### src/rtl/fetch_pkg.sv
// ============================================================================
// fetch_pkg : shared constants for the instruction fetch stage
// Rev 1.0   : initial release
// ============================================================================
`default_nettype none

package fetch_pkg;

  localparam logic [0:0]  S_FETCH          = 1'b0;
  localparam logic [0:0]  S_HOLD           = 1'b1;
  localparam logic [31:0] DEFAULT_RESET_PC = 32'h0000_0000;
  localparam logic [31:0] PC_INC           = 32'd4;

endpackage

`default_nettype wire

### src/rtl/fetch_pc_next.sv
// ============================================================================
// fetch_pc_next : next-PC select (hold / +4 / word-aligned redirect) and
//                 misaligned-target detect
// Rev 1.0       : initial release
// ============================================================================
`default_nettype none

module fetch_pc_next
  import fetch_pkg::*;
(
  input  logic [31:0] pc,
  input  logic        advance,
  input  logic        redirect_valid,
  input  logic [31:0] redirect_target,
  output logic [31:0] pc_next,
  output logic        misalign
);

  always_comb begin
    pc_next = pc;
    if (redirect_valid) begin
      pc_next = redirect_target & ~32'h3;
    end else if (advance) begin
      pc_next = pc + PC_INC;
    end
  end

  assign misalign = redirect_valid && (redirect_target[1:0] != 2'b00);

endmodule

`default_nettype wire

### src/rtl/fetch_unit.sv
// ============================================================================
// fetch_unit : PC owner, IR latch and valid/ready hand-off to decode
// Rev 1.0    : initial release
// ============================================================================
`default_nettype none

module fetch_unit
  import fetch_pkg::*;
#(
  parameter logic [31:0] RESET_PC = DEFAULT_RESET_PC,
  parameter int          IM_AW    = 10
) (
  input  logic        clk,
  input  logic        rst,
  output logic [31:0] pc_out,
  input  logic [31:0] inst_in,
  output logic [31:0] ir_out,
  output logic [31:0] ir_pc,
  output logic [31:0] ir_pc4,
  output logic        inst_valid,
  input  logic        inst_ready,
  input  logic        redirect_valid,
  input  logic [31:0] redirect_target,
  output logic        misalign_err,
  output logic [31:0] inst_count
);

  logic [0:0]  state;
  logic [31:0] pc_next;
  logic        misalign;
  logic        fetch_now;

  // The IM index must fit inside the byte-addressed 32-bit PC.
  if (IM_AW < 1 || IM_AW > 30) begin : g_im_aw_out_of_range
  end

  assign fetch_now = (state == S_FETCH) && !redirect_valid;

  fetch_pc_next u_pc_next (
    .pc              (pc_out),
    .advance         (fetch_now),
    .redirect_valid  (redirect_valid),
    .redirect_target (redirect_target),
    .pc_next         (pc_next),
    .misalign        (misalign)
  );

  always_ff @(posedge clk or posedge rst) begin
    if (rst) begin
      state        <= S_FETCH;
      pc_out       <= RESET_PC;
      ir_out       <= 32'h0;
      ir_pc        <= 32'h0;
      misalign_err <= 1'b0;
      inst_count   <= 32'h0;
    end else begin
      pc_out <= pc_next;
      if (misalign) begin
        misalign_err <= 1'b1;
      end
      case (state)
        S_FETCH: begin
          // A redirect discards the word currently on the IM bus.
          if (fetch_now) begin
            ir_out <= inst_in;
            ir_pc  <= pc_out;
            state  <= S_HOLD;
          end
        end
        default: begin
          if (inst_ready) begin
            inst_count <= inst_count + 32'd1;
            state      <= S_FETCH;
          end else if (redirect_valid) begin
            state <= S_FETCH;
          end
        end
      endcase
    end
  end

  assign inst_valid = (state == S_HOLD);
  assign ir_pc4     = ir_pc + PC_INC;

endmodule

`default_nettype wire
### config.mk
export PLATFORM = sky130hd
export DESIGN_NAME = fetch_unit
export DESIGN_NICKNAME = d
export VERILOG_FILES = /design/src/rtl/fetch_pkg.sv /design/src/rtl/fetch_pc_next.sv /design/src/rtl/fetch_unit.sv
export SDC_FILE = /design/constraint.sdc
export NUM_CORES = 1
export LEC_CHECK = 0
export ABC_AREA = 0
export CORE_MARGIN = 2
export CORE_UTILIZATION = 45
export CTS_CLUSTER_DIAMETER = 60
export DETAILED_ROUTE_END_ITERATION = 10
export PLACE_DENSITY = 0.9
export REMOVE_ABC_BUFFERS = 1
export SLEW_MARGIN = 20
export SYNTH_ARGS = -nofsm -noshare
export SYNTH_HDL_FRONTEND = slang
export SYNTH_SLANG_ARGS = --single-unit
### constraint.sdc
create_clock -name clk -period 5.6 [get_ports clk]
set_input_delay 0.84 -clock clk [delete_from_list [all_inputs] [get_ports clk]]
set_output_delay 0.84 -clock clk [all_outputs]
set_load 0.03 [all_outputs]
==> results of run 1 <==
==> flip-flops by register name, indices dropped and copies added (netlist names) <==
signal	count
inst_count	32
ir_out	32
ir_pc	30
pc_out	30
inst_valid	1
misalign_err	1
==> final timing paths <==
check | from | to | slack [ps] | depth (start not counted)
worst min-delay path | misalign_err$_DFFE_PP0P_ | misalign_err$_DFFE_PP0P_ | 470 | 1
worst max register to register | inst_valid$_DFF_PP0_ | pc_out[24]$_DFFE_PP0N_ | 3420 | 4
worst max-delay path | ir_pc[9]$_DFFE_PP0P_ | ir_pc4[31] | 1900 | 5
min in group asynchronous | rst | ir_pc[15]$_DFFE_PP0P_ | 770 | 2
worst min register to register | misalign_err$_DFFE_PP0P_ | misalign_err$_DFFE_PP0P_ | 470 | 1
max in group asynchronous | rst | pc_out[5]$_DFFE_PP0N_ | 3840 | 3
==> power breakdown <==
part	total (mW)	internal, mW	switching [mW]
Combinational	1.00	0.446	0.554
Clock	1.13	0.723	0.411
Sequential	1.18	1.03	0.154
Total	3.32	2.20	1.12
==> stage by stage <==
| stage | worst slack [ps] | instance area [um2] | total power, mW | hold slack (ps) | utilization [%] |
|---|---|---|---|---|---|
| 2_1_floorplan | 1400 | 6040 | 1.72 | 654 | - |
| 3_3_place_gp | 2330 | 8550 | 2.18 | 452 | 64.0 |
| 3_5_place_dp | 2280 | 8550 | 2.20 | 459 | 64.0 |
| 4_1_cts | 1870 | 9170 | 3.35 | 475 | 68.7 |
| 5_1_grt | 1670 | 9170 | 3.45 | 488 | 68.7 |
| 6_report | 1900 | 9170 | 3.32 | 470 | 68.7 |
==> cell usage in the layout (no fill, tap or decap), drive strengths merged, types with 4 or more instances in the layout <==
master / Yosys / routed
clkinv: 0 / 6
nand3: 31 / 31
buf: 17 / 6
and4: 15 / 15
nand4: 32 / 32
nor3: 12 / 12
and3: 6 / 6
nor4: 10 / 10
o21ai: 22 / 22
nand2: 45 / 45
xnor2: 49 / 49
o311ai: 4 / 4
a31oi: 11 / 11
mux2: 59 / 59
conb: 1 / 6
inv: 12 / 12
dfrtp: 126 / 126
nor2: 21 / 21
clkbuf: 14 / 19
o31ai: 10 / 10
and2: 7 / 7
or4: 11 / 11
clkinvlp: 0 / 4
xor2: 25 / 25
clkdlybuf4s50: 0 / 223
==> logic make-up (layout without fill, tap and decap cells) <==
logic type | after synthesis | count (layout)
and+or+nand+nor | 204 | 204
DFF | 126 | 126
xor gates and xnor gates | 74 | 74
muxes | 60 | 60
AOI/OAI and AO/OA | 49 | 49
buffers and inverters | 43 | 273
adders and majority gates | 3 | 3
other | 1 | 6
==> final cells by class <==
| class | count | area (um2) |
|---|---|---|
| well taps | 176 | 220 |
| clock inverters | 13 | 165 |
| repair buffers | 229 | 2280 |
| fillers | 997 | 4180 |
| flip-flops and latches | 126 | 3150 |
| multi-input cells | 396 | 2850 |
| clock buffers | 19 | 453 |
| inverters | 12 | 47.5 |
==> metal layers <==
| layer | routed length, um | up-vias |
|---|---|---|
| li1 | - | 2462 |
| met1 | 6950 | 2632 |
| met2 | 8760 | 241 |
| met3 | 1620 | 26 |
| met4 | 352 | 0 |
| met5 | 0 | - |
==> flow_metrics.py, run 1 <==
metrics = {
    "clock_tree": {
        "max-clock-path-buffers": 2,
        "worst_setup_hold_path_clk_slew_ps": 60,
        "hold_buffers": 0,
        "cts-buffers-inserted": 17,
        "cts.sinks": 126,
        "h-tree-depth": 4,
        "clock_tree.root_cell": "clkbuf_16",
        "insertion_delay_ps": 420,
        "post_cts.repair.setup_buffers": 0,
        "tritoncts": "yes",
        "post_cts_resize_count": 0,
    },
    "yosys": {
        "main_combinational_cell_family_by_area_after_synthesis": "simple AND/OR/NAND/NOR gates",
        "synthesis.area_um2": 6180,
        "synth-simple-area-share_pct": 18.8,
        "synthAdderAreaFrac_pct": 0.608,
        "synth_compound_gate_area_share_pct": 4.88,
        "synth-edff-count": 0,
        "synth.area.top_cells": "dfrtp_1 (51%), mux2_2 (11%), xnor2_1 (6.9%)",
        "synth.top_cells.by_count": "dfrtp_1 (126), mux2_2 (59), xnor2_1 (49)",
        "yosys-mux-area-fraction_pct": 10.9,
        "synth_flop_cell": "dfrtp_1",
        "yosys.area_share.xor_xnor_pct": 10.5,
        "synth-async-reset-ratio_pct": 100,
        "yosys_warnings": 0,
        "synth_area_leader_cell": "dfrtp_1",
        "postSynthCellCount": 560,
        "syn_avg_cell_area_um2": 11.0,
        "netlist-cell-type-count": 44,
        "synth.yosys.seq_area_share_pct": 51.0,
        "synth.ff_latch_count": 126,
        "yosys.cell_count.top_type": "dfrtp_1",
        "synth_top_area_share_pct": 51.0,
    },
    "die": {
        "initial_utilization_pct": 46.3,
        "dieHeight_um": 121,
        "core_area_um2": 13300,
        "floorplan.io_pins": 230,
        "die-area_um2": 14700,
        "floorplan.die.width_um": 121,
        "row_count": 42,
    },
    "timing": {
        "fin_setup_tns_ps": 0,
        "period_share_pct": 66.1,
        "grt_setup_unrepaired": "false",
        "maxSlewHeadroom_pct": 33.8,
        "timing.final.max_slew_violations": 0,
        "worstMarginPinSlew_ps": 990,
        "finalClockSkew_ps": 7.07,
        "finalSetupViolations": 0,
        "fmaxAchievable_ghz": 0.270,
        "finalCriticalPeriod_ps": 3700,
        "hold_fails_final_rpt": 0,
    },
    "cells_and_area": {
        "antennaDiodeCount": 0,
        "post_layout_nonfiller_instances": 971,
        "final_nets": 853,
        "syn2layout_area_growth_pct": 48.4,
        "layout-drive-gt1-share_pct": 13.7,
    },
    "global_route": {
        "gr-usage-met2_pct": 40.1,
        "most_used_routing_layer": "met2",
        "grt.total_usage_pct": 24.4,
        "grt_first_pass_wirelength_mm": 27.5,
        "antenna_found_initial": 0,
        "met3_usage_pct": 8.60,
        "grt_max_degree": 67,
        "first_global_vias": 5189,
        "grt_overflow": 0,
        "grt.met1_usage_pct": 29.5,
    },
    "place": {
        "globalplace.congestion": 0.823,
        "placed_cells": 939,
        "place.port_buffers": 223,
        "dp_hpwl_mm": 12.6,
    },
    "setup_path": {
        "startpoint_type": "flip-flop",
        "crit_path_end_kind": "primary output",
        "worst_path_largest_cell_delay_ps": 680,
        "worst-path-buf-inv": 1,
        "cp_max_fo": 9,
        "worstPathRequired_ps": 4760,
        "critPathKind": "flip-flop to primary output",
        "path_cells": "and4_1, nand4_1, nor4_1, xor2_1, clkdlybuf4s50_1",
        "critical-path-slowest-cell": "clkdlybuf4s50_1",
        "timing.critical_path.arrival_ps": 2860,
        "cpLargestDelayFamily": "simple AND/OR/NAND/NOR gates",
    },
    "power": {
        "pwr_density_cell_nw_per_um2": 362,
        "irDropWorstVdd_mv": 0.277,
        "leakage_nw": 3.61,
    },
    "status": {
        "run_status": "finished clean",
    },
    "drt": {
        "routed-via-count": 5361,
        "routed_wl_mm": 17.7,
        "drt_pre_antenna_iters": 5,
        "drt-wirelength-per-cell_um": 18.2,
        "post_detailed_route_drc_marker_count": 0,
        "number_of_drc_violations_after_detailed_routing_iteration_0": 581,
        "postRouteAntennaNets": 0,
        "drt-vias-per-instance": 5.52,
    },
    "worst_hold_path": {
        "min-delay-path-class": "flip-flop to flip-flop",
    },
    "run": {
        "max_cap_viol_count": 0,
    },
}
No activity file was read; power rests on OpenSTA's default activity.
==> run 2: changes to the inputs <==
Clock period 5.6 ns to 3.8 ns, I/O delays scaled along.
==> flow_metrics.py, run 2 (synthesized netlist as in run 1, its figures left out) <==
metrics = {
    "status": {
        "run_status": "finished clean",
    },
    "timing": {
        "timing.final.max_slew_violations": 0,
        "finalClockSkew_ps": 12.6,
        "maxSlewHeadroom_pct": 51.9,
        "worstMarginPinSlew_ps": 721,
        "hold_fails_final_rpt": 0,
        "fin_setup_tns_ps": 0,
        "fmaxAchievable_ghz": 0.280,
        "grt_setup_unrepaired": "false",
        "finalSetupViolations": 0,
        "hold_slack_ps": 474,
        "period_share_pct": 93.8,
        "finalCriticalPeriod_ps": 3570,
    },
    "cells_and_area": {
        "multi_input_area_um2": 2850,
        "antennaDiodeCount": 0,
        "post_layout_nonfiller_instances": 971,
        "reg_top3": "inst_count: 32 flops, ir_out: 32 flops",
        "regArea_um2": 3150,
        "layout.cells.most_common": "clkdlybuf4s50_1",
        "final_nets": 853,
        "fill_cells": 989,
        "mostFrequentLayoutCells": "clkdlybuf4s50_1 (223), dfrtp_1 (126), mux2_2 (59), xnor2_1 (49), nand2_1 (45)",
        "layout-drive-gt1-share_pct": 13.7,
        "post_route_core_utilization_pct": 68.8,
        "syn2layout_area_growth_pct": 48.6,
    },
    "setup_path": {
        "timing.critical_path.arrival_ps": 3000,
        "startpoint_type": "flip-flop",
        "path_cells": "and4_1, nand4_1, nor4_1, xor2_1, clkdlybuf4s50_1",
        "cp_max_fo": 9,
        "worstPathRequired_ps": 3230,
        "crit_path_end_kind": "primary output",
        "critPathKind": "flip-flop to primary output",
        "worst_path_largest_cell_delay_ps": 700,
        "critical-path-slowest-cell": "clkdlybuf4s50_1",
    },
    "clock_tree": {
        "cts.sinks": 126,
        "worst_setup_hold_path_clk_slew_ps": 60,
        "cts-buffers-inserted": 17,
        "h-tree-depth": 4,
        "insertion_delay_ps": 410,
        "hold_buffers": 0,
        "tritoncts": "yes",
        "max-clock-path-buffers": 2,
        "post_cts.repair.setup_buffers": 0,
        "post_cts_resize_count": 0,
        "clock_tree.root_cell": "clkbuf_16",
    },
    "die": {
        "floorplan.die.width_um": 121,
        "row_count": 42,
        "core_area_um2": 13300,
        "die-area_um2": 14700,
        "dieHeight_um": 121,
        "floorplan.io_pins": 230,
        "initial_utilization_pct": 46.3,
    },
    "global_route": {
        "grt_overflow": 0,
        "grt.total_usage_pct": 24.6,
        "grt_max_degree": 53,
        "first_global_vias": 5258,
        "grt_first_pass_wirelength_mm": 28.0,
        "antenna_found_initial": 0,
    },
    "run": {
        "max_cap_viol_count": 0,
    },
    "place": {
        "dp_hpwl_mm": 12.8,
        "globalplace.congestion": 0.825,
        "place.port_buffers": 223,
        "placed_cells": 939,
    },
    "worst_hold_path": {
        "min-delay-path-class": "flip-flop to flip-flop",
    },
    "drt": {
        "postRouteAntennaNets": 0,
        "drt-vias-per-instance": 5.45,
        "drt_pre_antenna_iters": 4,
        "number_of_drc_violations_after_detailed_routing_iteration_0": 509,
        "drt-wirelength-per-cell_um": 18.2,
        "post_detailed_route_drc_marker_count": 0,
        "routed-via-count": 5290,
        "routed_wl_mm": 17.7,
    },
    "power": {
        "pwr_density_cell_nw_per_um2": 531,
        "total_power_mw": 4.88,
        "irDropWorstVdd_mv": 0.395,
        "leakage_nw": 3.63,
    },
}
-- run 2: cell count changes in the layout (fill, tap and decap cells not counted) --
| cell | previous run | this run |
|---|---|---|
| clkinv_4 | 4 | 5 |
| clkinv_2 | 2 | 4 |
| clkbuf_8 | 2 | 1 |
| buf_4 | 6 | 4 |
| buf_12 | 0 | 2 |
| clkinvlp_4 | 4 | 2 |
-- run 2: cell type report --
class,count,area share [%]
multi-input combinational,396,31.0
clock inverter,14,1.84
clock buffer,18,4.78
sequential,126,34.3
timing repair buffer,229,25.1
tap,176,2.40
inverter,12,0.518
-- run 2: worst max-delay path, delay by kind of cell, from the launching register on --
| kind | cells | cell delay, ps |
|---|---|---|
| xor gates and xnor gates | 1 | 190 |
| buffers and inverters | 1 | 700 |
| DFF | 1 | 460 |
| and+or+nand+nor | 3 | 1240 |
-- run 2: where the power goes --
group          leakage, nW  total, mW  internal [mW]  switching [mW]
clock network        0.296       1.65           1.05           0.604
logic                 1.80       1.48          0.660           0.822
registers             1.53       1.74           1.52           0.226
-- run 2: metrics by stage --
stage	worst slack, ps	area, um2
after floorplan	-126	6040
after global placement	737	8570
after detailed placement	694	8570
after CTS	240	9180
after global routing	110	9180
final	234	9180
-- run 2: final timing paths --
check                                               from                    endpoint  slack, ps  cells after the start
worst max-delay path                ir_pc[9]$_DFFE_PP0P_                  ir_pc4[31]        230                      5
worst min-delay path            misalign_err$_DFFE_PP0P_    misalign_err$_DFFE_PP0P_        470                      1
worst max register to register    pc_out[10]$_DFFE_PP0N_      pc_out[21]$_DFFE_PP0N_       1610                      4
worst min register to register  misalign_err$_DFFE_PP0P_    misalign_err$_DFFE_PP0P_        470                      1
max in group asynchronous                            rst  inst_count[12]$_DFFE_PP0P_       2400                      3
min in group asynchronous                            rst      ir_out[24]$_DFFE_PP0P_        570                      2
-- run 2: routing by layer --
metal  up-vias  part of all wire, %  global-route usage [%]
met5         -                    0                       0
met4         0                  1.6                    6.75
met3        20                  9.6                    9.35
met2       242                   50                    41.1
met1      2560                   39                    29.8
li1       2468                    -                       -
==> run 3: changes to the inputs <==
Settings changed: CELL_PAD_IN_SITES_DETAIL_PLACEMENT set to 1, CELL_PAD_IN_SITES_GLOBAL_PLACEMENT set to 1, CORE_UTILIZATION 45 to 34.
==> flow_metrics.py, run 3 (synthesized netlist as in run 1, its figures left out) <==
metrics = {
    "die": {
        "core_area_um2": 17900,
        "row_count": 49,
        "floorplan.io_pins": 230,
        "initial_utilization_pct": 34.5,
        "dieHeight_um": 139,
        "die-area_um2": 19300,
        "floorplan.die.width_um": 139,
    },
    "setup_path": {
        "cpLargestDelayFamily": "simple AND/OR/NAND/NOR gates",
        "critPathKind": "flip-flop to primary output",
        "timing.rr.end": "pc_out[24]$_DFFE_PP0N_",
        "worst_path_largest_cell_delay_ps": 690,
        "worst-path-buf-inv": 1,
        "cp_max_fo": 9,
        "path_cells": "and4_1, nand4_1, nor4_1, xor2_1, clkdlybuf4s50_1",
        "crit_path_end_kind": "primary output",
        "ff2ff_setup_slack_ps": 1580,
        "timing.reg2reg.worst_path_depth": 4,
        "startpoint_type": "flip-flop",
        "critical_path.reg2reg.startpoint": "inst_valid$_DFF_PP0_",
        "critical-path-slowest-cell": "clkdlybuf4s50_1",
        "worstPathRequired_ps": 3230,
        "timing.critical_path.arrival_ps": 2970,
    },
    "worst_hold_path": {
        "worst_case_hold_path_end_point": "inst_count[31]$_DFFE_PP0P_",
        "min_delay_path_depth": 1,
        "worst_hold_startpoint": "inst_count[31]$_DFFE_PP0P_",
        "min-delay-path-class": "flip-flop to flip-flop",
    },
    "drt": {
        "post_detailed_route_drc_marker_count": 0,
        "postRouteAntennaNets": 0,
        "routed_wl_mm": 20.1,
        "routed-via-count": 5372,
        "drt_pre_antenna_iters": 4,
        "number_of_drc_violations_after_detailed_routing_iteration_0": 217,
        "drt-wirelength-per-cell_um": 19.7,
        "drt-vias-per-instance": 5.25,
    },
    "place": {
        "post_dp_cell_area_um2": 8650,
        "place.port_buffers": 223,
        "dp_hpwl_mm": 14.5,
        "globalplace.congestion": 0.792,
    },
    "power": {
        "leakage_nw": 3.63,
        "pwr_density_cell_nw_per_um2": 535,
        "total_power_mw": 4.96,
        "irDropWorstVdd_mv": 0.288,
    },
    "cells_and_area": {
        "fill_cells": 1911,
        "layout.cells.most_common": "clkdlybuf4s50_1",
        "mostFrequentLayoutCells": "clkdlybuf4s50_1 (223), dfrtp_1 (126), mux2_2 (59), xnor2_1 (49), nand2_1 (45)",
        "syn2layout_area_growth_pct": 50.0,
        "final_area_um2": 9270,
        "reg_top3": "inst_count: 32 flops, ir_out: 32 flops",
        "layout-drive-gt1-share_pct": 13.7,
        "antennaDiodeCount": 0,
        "final_nets": 853,
    },
    "timing": {
        "maxSlewHeadroom_pct": 51.0,
        "timing.final.max_slew_violations": 0,
        "grt_setup_unrepaired": "false",
        "finalClockSkew_ps": 7.47,
        "period_share_pct": 93.1,
        "finalCriticalPeriod_ps": 3540,
        "finalSetupViolations": 0,
        "fmaxAchievable_ghz": 0.283,
        "hold_fails_final_rpt": 0,
        "worstMarginPinSlew_ps": 734,
    },
    "run": {
        "max_cap_viol_count": 0,
    },
    "global_route": {
        "antenna_found_initial": 1,
        "grt_overflow": 0,
        "grt_max_degree": 65,
        "first_global_vias": 5814,
        "grt.total_usage_pct": 21.2,
        "grt_first_pass_wirelength_mm": 32.4,
    },
    "status": {
        "run_status": "finished clean",
    },
    "clock_tree": {
        "clock_tree.root_cell": "clkbuf_16",
        "insertion_delay_ps": 410,
        "tritoncts": "yes",
        "hold_buffers": 0,
        "post_cts.repair.setup_buffers": 0,
        "h-tree-depth": 4,
        "cts-buffers-inserted": 17,
        "cts.sinks": 126,
        "worst_setup_hold_path_clk_slew_ps": 50,
        "post_cts_resize_count": 0,
        "max-clock-path-buffers": 2,
    },
}
==> run 3: area by class of cell <==
| cell class | count | area, um2 | area share (%) |
|---|---|---|---|
| flip-flops and latches | 126 | 3150 | 34.0 |
| multi-input cells | 396 | 2860 | 30.9 |
| repair buffers | 229 | 2300 | 24.8 |
| clock buffers | 20 | 447 | 4.82 |
| well taps | 229 | 287 | 3.09 |
| clock inverters | 12 | 168 | 1.81 |
| inverters | 12 | 47.5 | 0.513 |
==> run 3: how the worst max path moves through the flow <==
stage | startpoint | to | cells past startpoint
after floorplan | rst | inst_count[0]$_DFFE_PP0P_ | 1
after global placement | ir_pc[4]$_DFFE_PP0P_ | ir_pc4[20] | 5
after detailed placement | ir_pc[13]$_DFFE_PP0P_ | ir_pc4[31] | 5
after CTS | ir_pc[13]$_DFFE_PP0P_ | ir_pc4[31] | 5
after global routing | ir_pc[13]$_DFFE_PP0P_ | ir_pc4[30] | 5
final | ir_pc[13]$_DFFE_PP0P_ | ir_pc4[28] | 5
==> run 3: worst reg2reg max path: stages (launching register included) <==
cell and delay, ps:
dfrtp_1 550, nand4b_2 390, or3_4 520, or4_1 510
a31oi_1 170
==> run 3: metal layers <==
metal / part of all wire, % / vias to the layer above / GRT usage (%)
met4: 2.4 / 2 / 7.55
met2: 51 / 196 / 36.2
met1: 39 / 2679 / 24.8
li1: - / 2459 / -
met5: 0.079 / - / 0
met3: 7.7 / 36 / 7.29
==> run 3: report_power, final <==
group | total, mW | switching (mW) | internal (mW)
Sequential | 1.76 | 0.238 | 1.52
Combinational | 1.50 | 0.836 | 0.660
Clock | 1.70 | 0.596 | 1.11
==> run 3: per-stage QoR <==
stage | TNS, ps | setup WS [ps] | instances | util (%) | hold WS, ps
final | 0 | 262 | 1024 | 51.8 | 479
after global routing | 0 | 14.3 | 1024 | 51.8 | 508
after CTS | 0 | 181 | 1024 | 51.7 | 482
after detailed placement | 0 | 654 | 992 | 48.3 | 462
after global placement | 0 | 788 | 992 | 48.3 | 452
after floorplan | -20150 | -126 | 534 | - | 633
